**src/rtl/edicion_de_parametros.sv**
```systemverilog
// Push-button editor for the nine packed-BCD RTC parameters, with write requests on leaving edit mode.
// Define DIA_MES_LIMITE_EN to make the day limit follow the month and leap year, clamping d when me or a change.
module edicion_de_parametros #(
    parameter int WAIT_MAX = 1024,
    parameter int WAIT_W   = 11
) (
    input  logic       clk,
    input  logic       rst,
    input  logic       edit,
    input  logic       sel,
    input  logic       up,
    input  logic       down,
    input  logic       forma,
    input  logic       Listo_es,
    output logic [7:0] s,
    output logic [7:0] m,
    output logic [7:0] h,
    output logic [7:0] d,
    output logic [7:0] me,
    output logic [7:0] a,
    output logic [7:0] st,
    output logic [7:0] mt,
    output logic [7:0] ht,
    output logic [3:0] campo,
    output logic       editando,
    output logic       Ld_1,
    output logic       Ld_2,
    output logic       timeout
);

    localparam logic [1:0] IDLE = 2'd0;
    localparam logic [1:0] EDIT = 2'd1;
    localparam logic [1:0] REQ  = 2'd2;
    localparam logic [1:0] WAIT = 2'd3;

    logic [1:0]        state;
    logic [WAIT_W-1:0] wait_cnt;
    logic              dirty_1, dirty_2;
    logic              sel_q, up_q, down_q;
    logic              sel_e, up_e, down_e, step;
    logic [7:0]        cur, lo, hi, nxt, dia_max;
    logic [7:0]        d_next, me_next, a_next;

    // Values outside [lo, hi] snap to lo when going up and to hi when going down.
    function automatic logic [7:0] bcd_inc(input logic [7:0] v, input logic [7:0] lo_v, input logic [7:0] hi_v);
        if (v < lo_v || v >= hi_v) return lo_v;
        if (v[3:0] == 4'd9) return {v[7:4] + 4'd1, 4'd0};
        return v + 8'd1;
    endfunction

    function automatic logic [7:0] bcd_dec(input logic [7:0] v, input logic [7:0] lo_v, input logic [7:0] hi_v);
        if (v <= lo_v || v > hi_v) return hi_v;
        if (v[3:0] == 4'd0) return {v[7:4] - 4'd1, 4'd9};
        return v - 8'd1;
    endfunction

`ifdef DIA_MES_LIMITE_EN
    // A BCD year 10T+U is a multiple of 4 exactly when 2*T[0] + U[1:0] is.
    function automatic logic [7:0] dia_lim(input logic [7:0] mes, input logic [7:0] anio);
        logic [1:0] r;
        r = {anio[4], 1'b0} + anio[1:0];
        case (mes)
            8'h04, 8'h06, 8'h09, 8'h11: return 8'h30;
            8'h02:                      return (r == 2'd0) ? 8'h29 : 8'h28;
            default:                    return 8'h31;
        endcase
    endfunction
`endif

    always_comb begin
        sel_e = sel & ~sel_q;
        up_e  = up & ~up_q;
        down_e = down & ~down_q;
        step  = (state == EDIT) && (up_e ^ down_e);
`ifdef DIA_MES_LIMITE_EN
        dia_max = dia_lim(me, a);
`else
        dia_max = 8'h31;
`endif
        cur = 8'h00;
        lo  = 8'h00;
        hi  = 8'h00;
        case (campo)
            4'd0: begin cur = s;  hi = 8'h59; end
            4'd1: begin cur = m;  hi = 8'h59; end
            4'd2: begin cur = h;  lo = forma ? 8'h01 : 8'h00; hi = forma ? 8'h12 : 8'h23; end
            4'd3: begin cur = d;  lo = 8'h01; hi = dia_max; end
            4'd4: begin cur = me; lo = 8'h01; hi = 8'h12; end
            4'd5: begin cur = a;  hi = 8'h99; end
            4'd6: begin cur = st; hi = 8'h59; end
            4'd7: begin cur = mt; hi = 8'h59; end
            4'd8: begin cur = ht; hi = 8'h23; end
            default: begin cur = 8'h00; end
        endcase
        nxt     = up_e ? bcd_inc(cur, lo, hi) : bcd_dec(cur, lo, hi);
        me_next = (step && campo == 4'd4) ? nxt : me;
        a_next  = (step && campo == 4'd5) ? nxt : a;
        d_next  = (step && campo == 4'd3) ? nxt : d;
`ifdef DIA_MES_LIMITE_EN
        if (step && (campo == 4'd4 || campo == 4'd5) && d > dia_lim(me_next, a_next))
            d_next = dia_lim(me_next, a_next);
`endif
    end

    // Edge detectors always track the raw levels, so reset preloads them too.
    always_ff @(posedge clk) begin
        sel_q  <= sel;
        up_q   <= up;
        down_q <= down;
        if (rst) begin
            state    <= IDLE;
            campo    <= 4'd0;
            dirty_1  <= 1'b0;
            dirty_2  <= 1'b0;
            wait_cnt <= '0;
            s  <= 8'h00;
            m  <= 8'h00;
            h  <= forma ? 8'h12 : 8'h00;
            d  <= 8'h01;
            me <= 8'h01;
            a  <= 8'h00;
            st <= 8'h00;
            mt <= 8'h00;
            ht <= 8'h00;
        end else begin
            case (state)
                IDLE: begin
                    if (edit) begin
                        state   <= EDIT;
                        campo   <= 4'd0;
                        dirty_1 <= 1'b0;
                        dirty_2 <= 1'b0;
                    end
                end
                EDIT: begin
                    d  <= d_next;
                    me <= me_next;
                    a  <= a_next;
                    if (step) begin
                        case (campo)
                            4'd0: s  <= nxt;
                            4'd1: m  <= nxt;
                            4'd2: h  <= nxt;
                            4'd6: st <= nxt;
                            4'd7: mt <= nxt;
                            4'd8: ht <= nxt;
                            default: ;
                        endcase
                        if (campo <= 4'd5) dirty_1 <= 1'b1;
                        else               dirty_2 <= 1'b1;
                    end
                    if (sel_e) campo <= (campo == 4'd8) ? 4'd0 : campo + 4'd1;
                    if (!edit) state <= REQ;
                end
                REQ: begin
                    if (dirty_1 || dirty_2) begin
                        state    <= WAIT;
                        wait_cnt <= '0;
                    end else begin
                        state <= IDLE;
                    end
                end
                default: begin
                    if (Listo_es || wait_cnt == WAIT_W'(WAIT_MAX - 1)) state <= IDLE;
                    else wait_cnt <= wait_cnt + WAIT_W'(1);
                end
            endcase
        end
    end

    assign editando = (state == EDIT);
    assign Ld_1     = (state == REQ) && dirty_1;
    assign Ld_2     = (state == REQ) && dirty_2;
    assign timeout  = (state == WAIT) && !Listo_es && (wait_cnt == WAIT_W'(WAIT_MAX - 1));

endmodule

```
**config.mk**
```make
export PLATFORM = sky130hd
export DESIGN_NAME = edicion_de_parametros
export DESIGN_NICKNAME = d
export VERILOG_FILES = /design/src/rtl/edicion_de_parametros.sv
export SDC_FILE = /design/constraint.sdc
export NUM_CORES = 1
export LEC_CHECK = 0
export BUFFER_PORTS_ARGS = -buffer_cell sky130_fd_sc_hd__buf_2
export CORE_UTILIZATION = 51
export CTS_CLUSTER_DIAMETER = 60
export CTS_CLUSTER_SIZE = 40
export DETAILED_ROUTE_END_ITERATION = 8
export PLACE_DENSITY = 0.76
export SYNTH_ARGS = -nofsm -noshare
export SYNTH_HDL_FRONTEND = slang
export SYNTH_SLANG_ARGS = --single-unit
```
**constraint.sdc**
```tcl
create_clock -name clk -period 3.9 [get_ports clk]
set_clock_uncertainty 0.05 [all_clocks]
set_input_delay 0 -clock clk [delete_from_list [all_inputs] [get_ports clk]]
set_output_delay 0 -clock clk [all_outputs]
set_load 0.005 [all_outputs]
```
== Word level (Yosys, flattened, before mapping) ==
Cells that the tools add are included.

* Register bits after elaboration: 94
* Bits of input ports: 8
* Output and inout port bits: 80
* Word-level logic and storage cells: 139

* Add/sub/neg operators: 6
* $lt $le $gt $ge: 5
* Equal/unequal tests: 21
* Mux-type cells: 44
* Bitwise gates (word level): 8
* Reduce and logical (&&, ||, !) cells: 38

{| class="wikitable"
|+ Operators with widths
! operator !! number
|-
| 8-bit two-way mux || 13
|-
| 8-bit case mux with 9 select lines || 1
|-
| 8-bit case mux with 6 select lines || 1
|-
| 3-bit AND reduction || 9
|-
| 11-bit two-way mux || 2
|-
| 11-bit case mux with 2 select lines || 1
|-
| 4-bit by 3-bit equality test with 1-bit output, second input constant || 4
|-
| 1-bit two-way mux || 12
|-
| 4-bit two-way mux || 3
|-
| 11-bit by 1-bit adder with 11-bit output, second input constant || 1
|-
| 11-bit by 10-bit equality test with 1-bit output, second input constant || 1
|-
| 4-bit by 1-bit adder with 4-bit output, second input constant || 2
|-
| 8-bit by 1-bit adder with 8-bit output, second input constant || 1
|-
| 4-bit by 2-bit equality test with 1-bit output, second input constant || 2
|-
| 4-bit equality test, second input constant || 2
|-
| 8-bit greater-or-equal comparator || 1
|-
| 8-bit greater-than comparator || 1
|-
| 8-bit <= comparator || 1
|-
| 1-bit logical AND || 8
|-
| 4-bit logical NOT || 2
|-
| 8-bit less-than comparator || 1
|-
| 2-bit two-way mux || 4
|-
| 2-bit by 1-bit != test with 1-bit output, second input constant || 4
|-
| 2-bit != test, second input constant || 4
|-
| other kinds (23) || 41
|}

== Logic depth before layout (Yosys ltp) ==
* Depth in word-level cells: 14
* Gate-level depth with buffers: 20
* Mapped depth without buffers: 16

== Least setup slack after synthesis ==
Ideal clock, no wire load.

* Path type: register -> register
* Start: register campo[0]
* End: register h[5], data pin
* Library setup time: 266 ps
* Arrival: 4093 ps
* Data required time: 3584 ps
* Slack: -510 ps
* Cell stages (with the launch flop): 20
* Buffers on the path: 3
* Clock period less this slack: 4410 ps
* Path through: dfxtp_1 inv_1 ha_1 buf_6 and3b_1 buf_6 a221o_1 nor2_4 a2bb2oi_1 inv_1 ha_1 a21oi_1 o21ai_0 a2111oi_0 o32a_1 o31ai_2 buf_4 a211o_1 a22oi_2 nor2_1

* Word-level cells in the longest chain between the ends: 12
* Elaborated cells between the ends (all ways): 44
* Those cells by class: add/sub (4); order compare (4); eq/ne (9); mux (21); reduce/logical (6)

{| class="wikitable"
|+ Ends and longest elaborated chain
! item !! line !! source
|-
| start, declared || 24 || <nowiki>output logic [3:0] campo,</nowiki>
|-
| start signal, assigned || 152 || <nowiki>if (sel_e) campo <= (campo == 4'd8) ? 4'd0 : campo + 4'd1;</nowiki>
|-
| 4-bit by 3-bit equality test with 1-bit output, or another cell as far along || 83 || <nowiki>case (campo)</nowiki>
|-
| 4-bit OR reduction (no line), or another cell as far along || n/a ||
|-
| 8-bit case mux with 6 select lines, or another cell as far along || 83 ||
|-
| 8-bit greater-than comparator, or another cell as far along || 52 || <nowiki>if (v <= lo_v || v > hi_v) return hi_v;</nowiki>
|-
| 1-bit logical OR, or another cell as far along || 52 ||
|-
| 1-bit two-way mux, or another cell as far along || 52 ||
|-
| 8-bit two-way mux (on tied branches) || 53, 47 ||
|-
| 8-bit two-way mux * || 95 || <nowiki>nxt = up_e ? bcd_inc(cur, lo, hi) : bcd_dec(cur, lo, hi);</nowiki>
|-
| 8-bit two-way mux * || 140 || <nowiki>case (campo)</nowiki>
|-
| 8-bit two-way mux * || 139 || <nowiki>if (step) begin</nowiki>
|-
| 8-bit two-way mux * || 126 || <nowiki>case (state)</nowiki>
|-
| 8-bit two-way mux * || 110 || <nowiki>if (rst) begin</nowiki>
|-
| end signal, assigned || 118 || <nowiki>h <= forma ? 8'h12 : 8'h00;</nowiki>
|-
| end signal, assigned || 143 || <nowiki>4'd2: h <= nxt;</nowiki>
|-
| end, declared || 17 || <nowiki>output logic [7:0] h,</nowiki>
|}

Mark *: on every way between the ends. The rest lies on a longest branch, timed or not. The select of a mux whose other input is x is not followed.
A chain may end at the register's enable or synchronous reset.

== Final worst setup path ==
* Start: register campo[1]
* End: register mt[5]

* Word-level cells in the longest chain between the ends: 8
* Elaborated cells between the ends (all ways): 41
* Those cells by class: add/sub (4); order compare (4); eq/ne (9); mux (17); reduce/logical (7)

{| class="wikitable"
|+ Ends and longest elaborated chain
! item !! line !! source
|-
| 4-bit by 3-bit equality test with 1-bit output, or another cell as far along || 83, 140 ||
|-
| 4-bit OR reduction (no line), or another cell as far along || n/a ||
|-
| 8-bit case mux with 6 select lines, or another cell as far along || 83 ||
|-
| 8-bit greater-than comparator, or another cell as far along || 52 ||
|-
| 1-bit logical OR, or another cell as far along || 52 ||
|-
| 1-bit two-way mux, or another cell as far along || 52 ||
|-
| 8-bit two-way mux (on tied branches) || 53, 47 ||
|-
| 8-bit two-way mux || 95 ||
|-
| end signal, assigned || 145 || <nowiki>4'd7: mt <= nxt;</nowiki>
|-
| end, declared || 22 || <nowiki>output logic [7:0] mt,</nowiki>
|}

Parallel ways exist; a longest one is shown, timed or not. The select of a mux whose other input is x is not followed.

==> run_results.csv <==
group,metric,value,unit
status,run_status,"finished with violations",
status,violations,"setup timing",
drt,drc,0,
final_layout,drive_gt1_share,42.0,%
final_layout,fin_util,76.2,%
setup_path,cp-start-kind,"flip-flop",
floorplan,core,0.00991,sq mm
drt,drtIter0Drc,563,
timing,period_needed,4.11,ns
clocking,cts.clk_slew.worst_paths,0.10,ns
floorplan,row_count,36,
timing,rsz0062_at_grt,"yes",
timing,finalCritPeriodShare,105,%
final_layout,syn_to_final_growth,43.0,%
power,finalPower,2.21,mW
placement,io_buffers,87,
final_layout,antenna_cells,0,
final_layout,nets,837,
drt,wl_per_cell,20.8,microns
floorplan,top_level_ports,88,
power,ir_drop,0.287,mV
power,p_leak,3.05,nW
timing,max_clock_freq,0.243,GHz
clocking,cts_htree_levels,3,
yosys,synthDistinctLibCells,77,
setup_path,critPathRequiredTime,4.06,ns
placement,hpwl,13.8,mm
flow_run,maxCapViolCount,0,
global_routing,grt_util_all_layers,35.4,%
clocking,cts_tree,"built",
timing,max-slew-margin-rel,43.7,%
power,power_density,293,mW/mm^2
placement,dp_cells,889,
setup_path,crit_fanout,6,
timing,setup_violations,70,
timing,hold_violations,0,
timing,slew_violations,0,
floorplan,initial_core_util,53.2,%
timing,fin_tns_setup,-7.72,ns
setup_path,rr_worst_depth,19,
floorplan,die_area,0.0108,sq mm
hold_path,timing.hold.worst.class,"in2reg",
final_layout,num-fill-cells,716,
setup_path,crit_arrival,4.28,ns
global_routing,grt_overflow,0,
setup_path,critPathKind,"reg2reg",
yosys,yosysWarnings,0,
setup_path,end_kind,"flip-flop",
timing,worstMarginPinSlew,0.844,ns
global_routing,grt_pass1_wl,30.0,mm
yosys,syn_area,0.00528,sq mm
hold_path,min_path_cells,4,
global_routing,antenna_found_initial,0,
clocking,insertion_delay,0.38,ns
global_routing,grt_max_degree,71,
floorplan,die_y,104,microns
clocking,clk_path_buf_depth,2,
placement,gp_congestion,0.995,
yosys,synth_edf_count,8,
drt,num_vias,5949,
yosys,syn_nets,652,
final_layout,fin_cells,947,
drt,detail_route.first_pass.iterations,6,
yosys,synth_ff_type,"dfxtp_1",
global_routing,grt_pass1_vias,5634,
yosys,postSynthCellCount,624,
drt,via_per_inst,6.28,
floorplan,die_x,104,microns
clocking,cts-buffers-inserted,9,
drt,ant_nets,0,
yosys,synthArstFlopShare,0,%
yosys,syn_area_per_cell,8.46,sq um
yosys,ys_ff_latch,94,
clocking,clock-sinks,94,
drt,wl,19.7,mm
yosys,ys_seq_area_share,37.2,%
timing,worst_slack,-0.214,ns
clocking,clockRootBuffer,"clkbuf_8",
## layer usage
layer  wire (microns)  track usage (%)
met1             7690             43.8
met4             1240             22.3
met3             1670             5.98
met2             9120             57.1
met5                0                0
## registers in the layout, indices dropped and copies added, names as in the netlist, 2 cells and up
signal    flops
state         2
mt            8
ht            8
d             8
h             8
s             8
st            8
wait_cnt     11
campo         4
me            8
a             8
m             8
## layout by cell type, fill, tap and decap left out, drive strengths merged, types with 3 or more instances in the layout
| cell type | n |
|---|---|
| nor4b | 3 |
| mux2i | 5 |
| and2 | 8 |
| nand3 | 15 |
| a22oi | 27 |
| o22ai | 5 |
| nor2b | 6 |
| nand2b | 9 |
| nand3b | 3 |
| clkbuf | 11 |
| or3 | 5 |
| and3 | 8 |
| nor3b | 4 |
| a211oi | 47 |
| nand2 | 26 |
| nor4 | 7 |
| o31ai | 9 |
| ha | 20 |
| inv | 22 |
| o21ai | 21 |
| nor3 | 12 |
| or2 | 4 |
| nor2 | 105 |
| xor2 | 7 |
| buf | 213 |
| a311oi | 14 |
| dlygate4sd3 | 5 |
| a31oi | 7 |
| dfxtp | 86 |
| xnor2 | 7 |
| nand4 | 5 |
| a21oi | 50 |
| edfxtp | 8 |
## synth_stat cells, types with 2 or more instances
| library cell | count | area, sq um |
|---|---|---|
| a211o_1 | 2 | 17.5 |
| a211oi_1 | 44 | 330 |
| a211oi_2 | 2 | 25.0 |
| a21o_1 | 2 | 15.0 |
| a21oi_1 | 49 | 245 |
| a221oi_1 | 2 | 17.5 |
| a22oi_1 | 24 | 180 |
| a22oi_2 | 3 | 37.5 |
| a311oi_1 | 13 | 114 |
| a31oi_1 | 6 | 37.5 |
| and2_1 | 6 | 37.5 |
| and3_1 | 8 | 50.1 |
| buf_1 | 6 | 22.5 |
| buf_2 | 11 | 55.1 |
| buf_4 | 2 | 15.0 |
| buf_6 | 2 | 22.5 |
| clkbuf_1 | 25 | 93.8 |
| dfxtp_1 | 86 | 1720 |
| edfxtp_1 | 8 | 240 |
| ha_1 | 20 | 250 |
| inv_1 | 18 | 67.6 |
| mux2i_1 | 5 | 50.1 |
| nand2_1 | 26 | 97.6 |
| nand2b_1 | 9 | 56.3 |
| nand3_1 | 15 | 75.1 |
| nand3b_1 | 3 | 22.5 |
| nand4_1 | 5 | 31.3 |
| nor2_1 | 104 | 390 |
| nor2b_1 | 6 | 37.5 |
| nor3_1 | 10 | 50.1 |
| nor3b_1 | 4 | 30.0 |
| nor4_1 | 6 | 37.5 |
| o21ai_0 | 19 | 95.1 |
| o22ai_1 | 5 | 31.3 |
| o31ai_1 | 6 | 45.0 |
| o32ai_2 | 2 | 32.5 |
| or2_2 | 3 | 18.8 |
| or3_1 | 5 | 31.3 |
| or4_1 | 2 | 15.0 |
| xnor2_1 | 7 | 61.3 |
| xor2_1 | 7 | 61.3 |
## layout make-up
class	instances	area [sq um]	area share, %
timing repair inverter	1	5.00	0.0663
clock inverter	5	40.0	0.531
multi-input combinational	466	3580	47.4
inverter	19	86.3	1.14
clock buffer	11	141	1.87
tap	133	166	2.20
timing repair buffer	218	1560	20.6
sequential	94	1970	26.1
## path summary, 6_finish.rpt
kind | startpoint | end | slack (ns)
worst max-delay path | campo[1] | mt[5] | -0.21
worst max register to register | campo[1] | mt[5] | -0.21
worst min-delay path | Listo_es | wait_cnt[1] | 0.04
worst min register to register | wait_cnt[9] | wait_cnt[9] | 0.47
## critical path, cell delays in order (launching register included)
cell       delay [ns]
dfxtp_4          0.40
inv_4            0.05
buf_6            0.11
ha_4             0.14
and3b_2          0.23
a221o_2          0.35
nor2_4           0.15
buf_6            0.13
a2bb2oi_4        0.15
inv_2            0.07
ha_4             0.23
a21oi_4          0.14
o21ai_4          0.09
a2111oi_4        0.24
o32a_1           0.33
o31ai_4          0.16
a211o_1          0.32
a22oi_2          0.33
buf_4            0.19
a211oi_1         0.08
## report_power, final
| part | leakage (nW) | internal, mW | switching [mW] |
|---|---|---|---|
| combinational | 2.18 | 0.270 | 0.315 |
| sequential | 0.778 | 0.991 | 0.0151 |
| clock | 0.0923 | 0.256 | 0.360 |
## what timing repair did
action | in CTS | in global routing
hold endpoints to repair | 6 | 0
buffers inserted | 22 | 14
endpoints found under the setup margin | 72 | 72
hold buffers | 5 | 0
resized for setup | 48 | 60
gates cloned | 2 | 0
pin swaps | 23 | 24
## logic make-up (layout without fill, tap and decap cells)
logic type	after synthesis	count (layout)	synth area share, %
simple gates	224	224	21.3
flops	94	94	37.2
buf+inv	65	254	5.31
xor+xnor	14	14	2.32
fa+ha+maj	20	20	4.74
mux	6	6	1.16
compound gates	201	202	28.0
## through the flow
stage               setup WS (ns)  cell area [sq um]  hold WS (ns)
floorplan                 -0.0192               5380       -0.0223
global placement           -0.164               6510        0.0614
detailed placement         -0.264               6510        0.0661
CTS                        -0.196               7140        0.0374
global route               -0.309               7550        0.0551
finish                     -0.214               7550        0.0438
No activity file was read; power rests on OpenSTA's default activity.
